$ cat src/rtl/latch_pkg.sv
// Shared types and default parameters for the latch output debouncer.
// Also reused by the synchroniser for the future latch enable path.
package latch_pkg;

    typedef enum logic [1:0] {
        IDLE_LOW   = 2'd0,
        CHECK_HIGH = 2'd1,
        IDLE_HIGH  = 2'd2,
        CHECK_LOW  = 2'd3
    } deb_state_t;

    localparam int SYNC_STAGES_DEF   = 2;
    localparam int STABLE_CYCLES_DEF = 4;
    localparam int GLITCH_W_DEF      = 8;

endpackage

$ cat src/rtl/latch_sync.sv
// N-flop single-bit synchroniser with synchronous active-high reset.
module latch_sync #(
    parameter int N = 2
) (
    input  logic clk,
    input  logic rst,
    input  logic i_d,
    output logic o_q
);

    logic [N-1:0] r_q;

    always_ff @(posedge clk) begin
        if (rst) begin
            r_q <= '0;
        end else begin
            r_q <= {r_q[N-2:0], i_d};
        end
    end

    assign o_q = r_q[N-1];

endmodule

$ cat src/rtl/latch_debounce.sv
// Synchronises and debounces the latch output into a clean level,
// with rise/fall strobes and a saturating rejected-glitch counter.
module latch_debounce
    import latch_pkg::*;
#(
    parameter int SYNC_STAGES   = SYNC_STAGES_DEF,
    parameter int STABLE_CYCLES = STABLE_CYCLES_DEF,
    parameter int GLITCH_W      = GLITCH_W_DEF
) (
    input  logic                clk,
    input  logic                rst,
    input  logic                l_out,
    input  logic                glitch_clr,
    output logic                level,
    output logic                rise,
    output logic                fall,
    output logic [GLITCH_W-1:0] glitch_cnt
);

    localparam int CW = $clog2(STABLE_CYCLES + 1);
    localparam logic [CW-1:0] STABLE_C = CW'(STABLE_CYCLES);
    localparam logic [GLITCH_W-1:0] G_MAX = {GLITCH_W{1'b1}};

    logic       w_s;
    deb_state_t r_state;
    deb_state_t w_state_nxt;
    logic [CW-1:0] r_cnt;
    logic [CW-1:0] w_cnt_nxt;
    logic [CW-1:0] w_cnt_inc;
    logic       w_level_nxt;
    logic       w_rise_nxt;
    logic       w_fall_nxt;
    logic       w_glitch;

    latch_sync #(
        .N(SYNC_STAGES)
    ) u_sync (
        .clk(clk),
        .rst(rst),
        .i_d(l_out),
        .o_q(w_s)
    );

    assign w_cnt_inc = r_cnt + CW'(1);

    always_comb begin
        w_state_nxt = r_state;
        w_cnt_nxt   = r_cnt;
        w_level_nxt = level;
        w_rise_nxt  = 1'b0;
        w_fall_nxt  = 1'b0;
        w_glitch    = 1'b0;
        case (r_state)
            IDLE_LOW: begin
                if (w_s) begin
                    w_state_nxt = CHECK_HIGH;
                    w_cnt_nxt   = CW'(1);
                end
            end
            CHECK_HIGH: begin
                if (!w_s) begin
                    w_state_nxt = IDLE_LOW;
                    w_cnt_nxt   = '0;
                    w_glitch    = 1'b1;
                end else if (w_cnt_inc == STABLE_C) begin
                    w_state_nxt = IDLE_HIGH;
                    w_cnt_nxt   = '0;
                    w_level_nxt = 1'b1;
                    w_rise_nxt  = 1'b1;
                end else begin
                    w_cnt_nxt = w_cnt_inc;
                end
            end
            IDLE_HIGH: begin
                if (!w_s) begin
                    w_state_nxt = CHECK_LOW;
                    w_cnt_nxt   = CW'(1);
                end
            end
            CHECK_LOW: begin
                if (w_s) begin
                    w_state_nxt = IDLE_HIGH;
                    w_cnt_nxt   = '0;
                    w_glitch    = 1'b1;
                end else if (w_cnt_inc == STABLE_C) begin
                    w_state_nxt = IDLE_LOW;
                    w_cnt_nxt   = '0;
                    w_level_nxt = 1'b0;
                    w_fall_nxt  = 1'b1;
                end else begin
                    w_cnt_nxt = w_cnt_inc;
                end
            end
            default: begin
                w_state_nxt = IDLE_LOW;
                w_cnt_nxt   = '0;
            end
        endcase
    end

    always_ff @(posedge clk) begin
        if (rst) begin
            r_state <= IDLE_LOW;
            r_cnt   <= '0;
            level   <= 1'b0;
            rise    <= 1'b0;
            fall    <= 1'b0;
        end else begin
            r_state <= w_state_nxt;
            r_cnt   <= w_cnt_nxt;
            level   <= w_level_nxt;
            rise    <= w_rise_nxt;
            fall    <= w_fall_nxt;
        end
    end

    // Clear takes priority over a coincident glitch event.
    always_ff @(posedge clk) begin
        if (rst || glitch_clr) begin
            glitch_cnt <= '0;
        end else if (w_glitch && glitch_cnt != G_MAX) begin
            glitch_cnt <= glitch_cnt + GLITCH_W'(1);
        end
    end

endmodule

$ cat config.mk
export PLATFORM = sky130hd
export DESIGN_NAME = latch_debounce
export DESIGN_NICKNAME = d
export VERILOG_FILES = /design/src/rtl/latch_pkg.sv /design/src/rtl/latch_sync.sv /design/src/rtl/latch_debounce.sv
export SDC_FILE = /design/constraint.sdc
export NUM_CORES = 1
export LEC_CHECK = 0
export ABC_CLOCK_PERIOD_IN_PS = 1800
export CELL_PAD_IN_SITES_DETAIL_PLACEMENT = 1
export CELL_PAD_IN_SITES_GLOBAL_PLACEMENT = 1
export CORE_AREA = 2 2 47 49
export DETAILED_ROUTE_END_ITERATION = 7
export DIE_AREA = 0 0 49 51
export DONT_BUFFER_PORTS = 1
export GPL_TIMING_DRIVEN = 0
export HOLD_SLACK_MARGIN = 0.15
export PLACE_DENSITY = 0.76
export SYNTH_ARGS = -nofsm -noshare
export SYNTH_HDL_FRONTEND = slang
export SYNTH_SLANG_ARGS = --single-unit
$ cat constraint.sdc
create_clock -name clk -period 1.8 [get_ports clk]
set_clock_uncertainty 0.1 [all_clocks]
set_input_delay 0.18 -clock clk [delete_from_list [all_inputs] [get_ports clk]]
set_output_delay 0.18 -clock clk [all_outputs]
set_load 0.1 [all_outputs]
==> results of run 1 <==
Yosys cell counts:
library cell,instances
a31oi_1,1
nor4b_1,2
nand3_1,5
o211ai_4,1
xnor2_1,1
nand4_1,2
o211a_1,1
o31ai_1,2
a211oi_1,2
or4_1,2
xor2_1,1
buf_4,1
ha_1,5
o21ai_0,5
or3_1,3
a21oi_1,10
inv_1,5
nor2_1,4
dfxtp_1,18
mux2i_1,1
nand3b_1,2
or2_2,2
nand2_1,6
clkbuf_1,1
buf_2,1
and4_1,1
nor3_1,1
buf_1,1
buf_6,1
xnor2_4,1
nor2b_1,2
stage by stage:
stage          std cells  worst slack, ns  TNS (ns)  util [%]  instance area [µm²]
2_1_floorplan         91         -0.04005  -0.04005         -                860.8
3_3_place_gp         119          -0.1433   -0.6599     43.42                895.9
3_5_place_dp         119          -0.1796    -1.022     43.42                895.9
4_1_cts              123          0.02322         0     45.97                948.4
5_1_grt              125          0.02605         0     47.79                985.9
6_report             125          0.08350         0     47.79                985.9
sequential cells by signal, summed over array words and instances (netlist names), named ones only:
name	flops
fall	1
r_cnt	3
glitch_cnt	8
u_sync.r_q	2
level	1
r_state	1
rise	1
layer usage:
metal  GRT usage (%)  share of wire (%)  up-vias
li1                -                  -      341
met3           3.216                3.4        4
met2           26.71                 51       12
met4           10.00                2.5        0
met5               0                  0        -
met1           16.30                 43      332
power by group through the flow:
stage | Combinational [W] | Clock, W | Sequential, W
floorplan | 0.0000281 | 0 | 0.000434
global placement | 0.0000333 | 0 | 0.000435
detailed placement | 0.0000343 | 0 | 0.000435
CTS | 0.0000361 | 0.000208 | 0.000416
global route | 0.0000414 | 0.000225 | 0.000415
finish | 0.0000371 | 0.000202 | 0.000414
worst max-delay path by stage:
stage	endpoint	start	depth (start not counted)	slack, ns
after detailed placement	glitch_cnt[7]$_SDFFE_PP0P_	glitch_cnt[3]$_SDFFE_PP0P_	3	-0.18
final	glitch_cnt[7]$_SDFFE_PP0P_	glitch_cnt[3]$_SDFFE_PP0P_	4	0.08
after CTS	glitch_cnt[7]$_SDFFE_PP0P_	glitch_cnt[3]$_SDFFE_PP0P_	3	0.02
after floorplan	glitch_cnt[7]$_SDFFE_PP0P_	glitch_cnt[3]$_SDFFE_PP0P_	3	-0.04
after global placement	glitch_cnt[7]$_SDFFE_PP0P_	glitch_cnt[3]$_SDFFE_PP0P_	3	-0.14
after global routing	glitch_cnt[7]$_SDFFE_PP0P_	glitch_cnt[3]$_SDFFE_PP0P_	4	0.03
worst max-delay path: stages (launching register included):
cell	delay (ns)
dfxtp_4	0.58
nand4_1	0.14
buf_4	0.18
or4_1	0.51
a21oi_1	0.14
cells by family (layout without fill, tap and decap cells):
logic type                 Yosys count  in the layout
AOI/OAI and AO/OA                   22             23
xor gates and xnor gates             3              3
adders and majority gates            5              5
buffers and inverters               10             15
DFF                                 18             18
muxes                                1              1
and+or+nand+nor                     32             32
cell type report:
cell class | instances | area (µm²)
Buffer | 5 | 31.28
Inverter | 5 | 18.77
Timing Repair Buffer | 2 | 17.52
Sequential cell | 18 | 390.4
Multi-Input combinational cell | 64 | 470.5
Fill cell | 239 | 1077
Clock buffer | 3 | 22.52
Tap cell | 28 | 35.03
what timing repair did:
| item | in CTS | in global routing |
|---|---|---|
| hold buffers | 1 | 0 |
| gates resized for setup | 8 | 3 |
| buffers inserted | 0 | 1 |
| cloned | 0 | 1 |
| pin swaps | 0 | 2 |
| endpoints found under the hold margin | 1 | 0 |
| setup endpoints to repair | 8 | 6 |
==> results.toml, run 1 <==
[placed_design]
gpl.final_weighted_congestion = 0.6715
port-buffer-count = 0
dp.final_hpwl_um = 1205

[grt]
grt_overflow_total = 0
groute.usage.overall_pct = 15.08
pin_count_of_the_biggest_net_entering_global_routing = 11
via_count_of_the_first_global_routing_pass = 665
initial_antenna_violation_count = 0
grt_first_pass_wirelength_um = 2877

[timing]
timing.slew.headroom_pct = 33.69
max_slew_vio_count = 0
crit_share_post_route_pct = 95.36
worst-slew-pin-transition_ns = 0.9933
max_freq_ghz = 0.5826
hold_viol_final = 0
timing.final.crit_period_ns = 1.717
grt_setup_unrepaired = "false"
final.hold.worst_slack_ns = 0.1601
setup_viol = 0

[power_and_ir_drop]
power.density_cell_area_nw_per_um2 = 662.0
vdd_drop_max_mv = 0.3360
static-leakage-power_nw = 0.3431
combinational_fraction_of_design_power_pct = 5.7
internal_power_w = 0.0004864
clockPowerShare_pct = 30.9
seq_power_share_pct = 63.4
sw_frac_of_total_pct = 25.48
post-layout-total-power_w = 0.0006527
power.net_switching_w = 0.0001663

[clock_tree]
clock_tree.root_cell = "clkbuf_4"
cts_buffers = 3
cts-root-to-sink-buffers = 2
clock_latency_ns = 0.29
clkSlewWorstSetupHoldPaths_ns = 0.10
cts_sinks = 18
htree_levels = 1
clock_tree_from_tritoncts = "done"

[routing]
drt_pre_antenna_iters = 4
num_vias = 689
wl_per_cell_um = 13.98
route.detailed.vias_per_inst = 5.512
drt_first_iter_violations = 5
wl_um = 1748
ant_nets = 0
drc_errors = 0

[floorplanning]
dieWidth_um = 49
die_h_um = 51
core_um2 = 2063
initial_core_util_pct = 41.24
fp-row-count = 17
io_pins = 15
floorplan.die_area_um2 = 2499

[min_path]
holdCritPathClass = "input pin to register"
holdPathStages = 2
startpoint_of_the_worst_hold_path = "rst"
min_delay_worst_endpoint = "u_sync.r_q[1]$_SDFF_PP0_"

[synthesis]
synth.lib_cells_used.distinct = 31
synthXorXnorAreaFrac_pct = 5.294
proportion_of_netlist_area_held_by_the_largest_area_contributor_pct = 42.35
synthCells = 91
synth_compound_gate_area_share_pct = 16.76
synth.area.mux_share_pct = 1.176
syn_area_um2 = 850.8
synth-seq-cells = 18
synth_seq_area_share_pct = 42.35
synthTopCellsByArea = "dfxtp_1, ha_1, a21oi_1, xnor2_4, nand3_1"
synth_area_per_cell_um2 = 9.350
yosys.area_share.simple_pct = 21.18
adder_cell_area_share_of_the_yosys_netlist_pct = 7.353
synth_nets = 100
synth-warning-count = 0
synth_largest_area_cell = "dfxtp_1"
main_combinational_cell_family_by_area_after_synthesis = "simple AND/OR/NAND/NOR gates"

[critical_path]
cp-start-kind = "register"
critPathKind = "register to register"
worstReg2RegEnd = "glitch_cnt[7]$_SDFFE_PP0P_"
worstPathArrival_ns = 1.84
crit_path_end_kind = "register"
crit_fanout = 7
rr_worst_depth = 4
setup.reg_to_reg.worst_slack_ns = 0.08
worst_ep_required_time_ns = 1.93
r2r_start = "glitch_cnt[3]$_SDFFE_PP0P_"

[finish]
area_delta_synth_final_pct = 15.88
antenna_cells_inserted = 0
final_nets = 108
layout-drive-gt1-share_pct = 22.68
most-common-layout-cells = "a21oi_1, dfxtp_1, dfxtp_4"

[run]
max_cap_viol_count = 0

[status]
run_status = "complete, no violations"
Power figures use the tool's default switching activity.
==> run 2: changes to the inputs <==
Settings changed: HOLD_SLACK_MARGIN 0.15 to not set.
==> results of run 2 <==
The final DEF is identical to that of run 1; final timing and power are the same.
==> run 3: changes to the inputs <==
Settings changed: PLACE_DENSITY 0.76 to 0.78, TNS_END_PERCENT set to 30.
==> run 3 against run 2 <==
- clock-buffer cell count did not move
- final cell count rose by 1.6%
- worst hold slack better by 0.0040 ns
- critical path depth up 2
- largest cell class unchanged
- sequential share of layout area decreased by 0.98 points
- sequential power barely moved
- die area stayed put
- critical path type unchanged
- power is 0.26% lower
- cell area is 2.5% higher
==> results.toml, run 3 (synthesis gave the netlist of run 1 again) <==
[min_path]
holdCritPathClass = "input pin to register"
startpoint_of_the_worst_hold_path = "rst"

[critical_path]
r2r_start = "glitch_cnt[0]$_SDFFE_PP0P_"
crit_fanout = 6
worst_path_max_delay_cell = "dfxtp_4"
crit_path_cell_trace = "ha_4 > nand3_4 > o211ai_4 > buf_6 > or4_4 > a21oi_1"
cp-start-kind = "register"
crit_path_end_kind = "register"
critPathLaunch = "glitch_cnt[0]$_SDFFE_PP0P_"
timing.critical_path.max_delay_family = "simple AND/OR/NAND/NOR gates"
setup.reg_to_reg.worst_slack_ns = 0.02
critPathBufInv = 1
cp_slowest_stage_delay_ns = 0.47
worst_ep_required_time_ns = 1.92
worstPathArrival_ns = 1.91
critPathKind = "register to register"

[power_and_ir_drop]
post-layout-total-power_w = 0.0006510
seq_power_share_pct = 63.6
power.density_cell_area_nw_per_um2 = 643.9
internal_power_w = 0.0004878
vdd_drop_max_mv = 0.4060
power.net_switching_w = 0.0001633
combinational_fraction_of_design_power_pct = 5.9
static-leakage-power_nw = 0.3584
clockPowerShare_pct = 30.6
sw_frac_of_total_pct = 25.08

[finish]
final_nets = 110
reg.largest.list = "glitch_cnt x8, r_cnt x3, u_sync.r_q x2"
antenna_cells_inserted = 0
area_delta_synth_final_pct = 18.82
fillCellCount = 241
ff_latch_area_um2 = 390.4
largest_reg_flops = 8
layout-drive-gt1-share_pct = 25.25
multi_input_area_um2 = 469.2
most-common-layout-cells = "a21oi_1, dfxtp_1, dfxtp_4"
max_flop_register = "glitch_cnt"

[status]
run_status = "complete, no violations"

[floorplanning]
core_um2 = 2063
fp-row-count = 17
io_pins = 15
die_h_um = 51
dieWidth_um = 49
floorplan.die_area_um2 = 2499
initial_core_util_pct = 41.24

[clock_tree]
htree_levels = 1
clock_latency_ns = 0.29
cts_buffers = 3
clock_tree.root_cell = "clkbuf_4"
clkSlewWorstSetupHoldPaths_ns = 0.10
cts_sinks = 18
cts-root-to-sink-buffers = 2
clock_tree_from_tritoncts = "done"

[timing]
max_slew_vio_count = 0
worst-slew-pin-transition_ns = 0.9926
timing.final.crit_period_ns = 1.783
timing.setup.tns_ns = 0
crit_share_post_route_pct = 99.03
max_freq_ghz = 0.5610
final.setup.worst_slack_ns = 0.01744
setup_viol = 0
timing.slew.headroom_pct = 33.73
hold_viol_final = 0

[placed_design]
dp_slack_ns = -0.1848
port-buffer-count = 0
gpl.final_weighted_congestion = 0.6907

[routing]
drt_pre_antenna_iters = 4
route.detailed.vias_per_inst = 5.480
wl_per_cell_um = 14.81
ant_nets = 0
drt_first_iter_violations = 11
num_vias = 696
wl_um = 1881
drc_errors = 0

[grt]
grt_first_pass_wirelength_um = 2980
grt_overflow_total = 0
pin_count_of_the_biggest_net_entering_global_routing = 11
via_count_of_the_first_global_routing_pass = 700
initial_antenna_violation_count = 0
groute.usage.overall_pct = 15.73

[run]
max_cap_viol_count = 0
## run 3: cell count changes in the layout (fill, tap and decap cells not counted), sizes merged
cell	previous run	this run
buf	5	8
o211ai	2	1
## run 3: what timing repair did
| action | CTS | global route |
|---|---|---|
| hold endpoints to repair | 1 | 0 |
| buffers inserted | 0 | 4 |
| pin swaps | 0 | 5 |
| gates resized for setup | 8 | 8 |
| hold buffers | 1 | 0 |
| endpoints found under the setup margin | 8 | 6 |
| cloned | 0 | 0 |
## run 3: worst paths after layout
kind / end / cells past startpoint
setup reg to reg: glitch_cnt[5]$_SDFFE_PP0P_ / 6
hold / removal: u_sync.r_q[1]$_SDFF_PP0_ / 2
setup / recovery: glitch_cnt[5]$_SDFFE_PP0P_ / 6
hold reg to reg: u_sync.r_q[1]$_SDFF_PP0_ / 1
## run 3: layout make-up
type,count,share of cell area [%]
tap,28,3.465
sequential,18,38.61
clock buffer,3,2.228
inverter,5,1.856
multi-input combinational,63,46.41
buffer,5,3.094
timing repair buffer,5,4.332
## run 3: per-layer routing
layer | global-route usage, % | routed length, µm | share of wire (%) | vias to the layer above
met4 | 12.86 | 46 | 2.4 | 0
met3 | 1.754 | 61 | 3.2 | 4
li1 | - | - | - | 343
met1 | 18.35 | 841 | 45 | 337
met2 | 26.26 | 932 | 50 | 12
met5 | 0 | 0 | 0 | -
## run 3: worst register-to-register path, stage by stage, from the launching register on
cell,delay (ns)
dfxtp_4,0.47
ha_4,0.23
nand3_4,0.10
o211ai_4,0.12
buf_6,0.15
or4_4,0.41
a21oi_1,0.13
## run 3: through the flow
step / util [%] / cells / instance area [µm²] / hold WS [ns]
final: 49.00 / 127 / 1011 / 0.1641
after global routing: 49.00 / 127 / 1011 / 0.2059
after CTS: 45.97 / 123 / 948.4 / 0.1665
after detailed placement: 43.42 / 119 / 895.9 / 0.2156
after global placement: 43.42 / 119 / 895.9 / 0.2122
after floorplan: - / 91 / 860.8 / 0.2082
## run 3: power by group through the flow
| stage | logic [W] | registers, W | clock network (W) |
|---|---|---|---|
| after floorplan | 0.0000281 | 0.000434 | 0 |
| after global placement | 0.0000330 | 0.000435 | 0 |
| after detailed placement | 0.0000345 | 0.000435 | 0 |
| after CTS | 0.0000363 | 0.000415 | 0.000208 |
| after global routing | 0.0000433 | 0.000415 | 0.000219 |
| final | 0.0000382 | 0.000414 | 0.000199 |
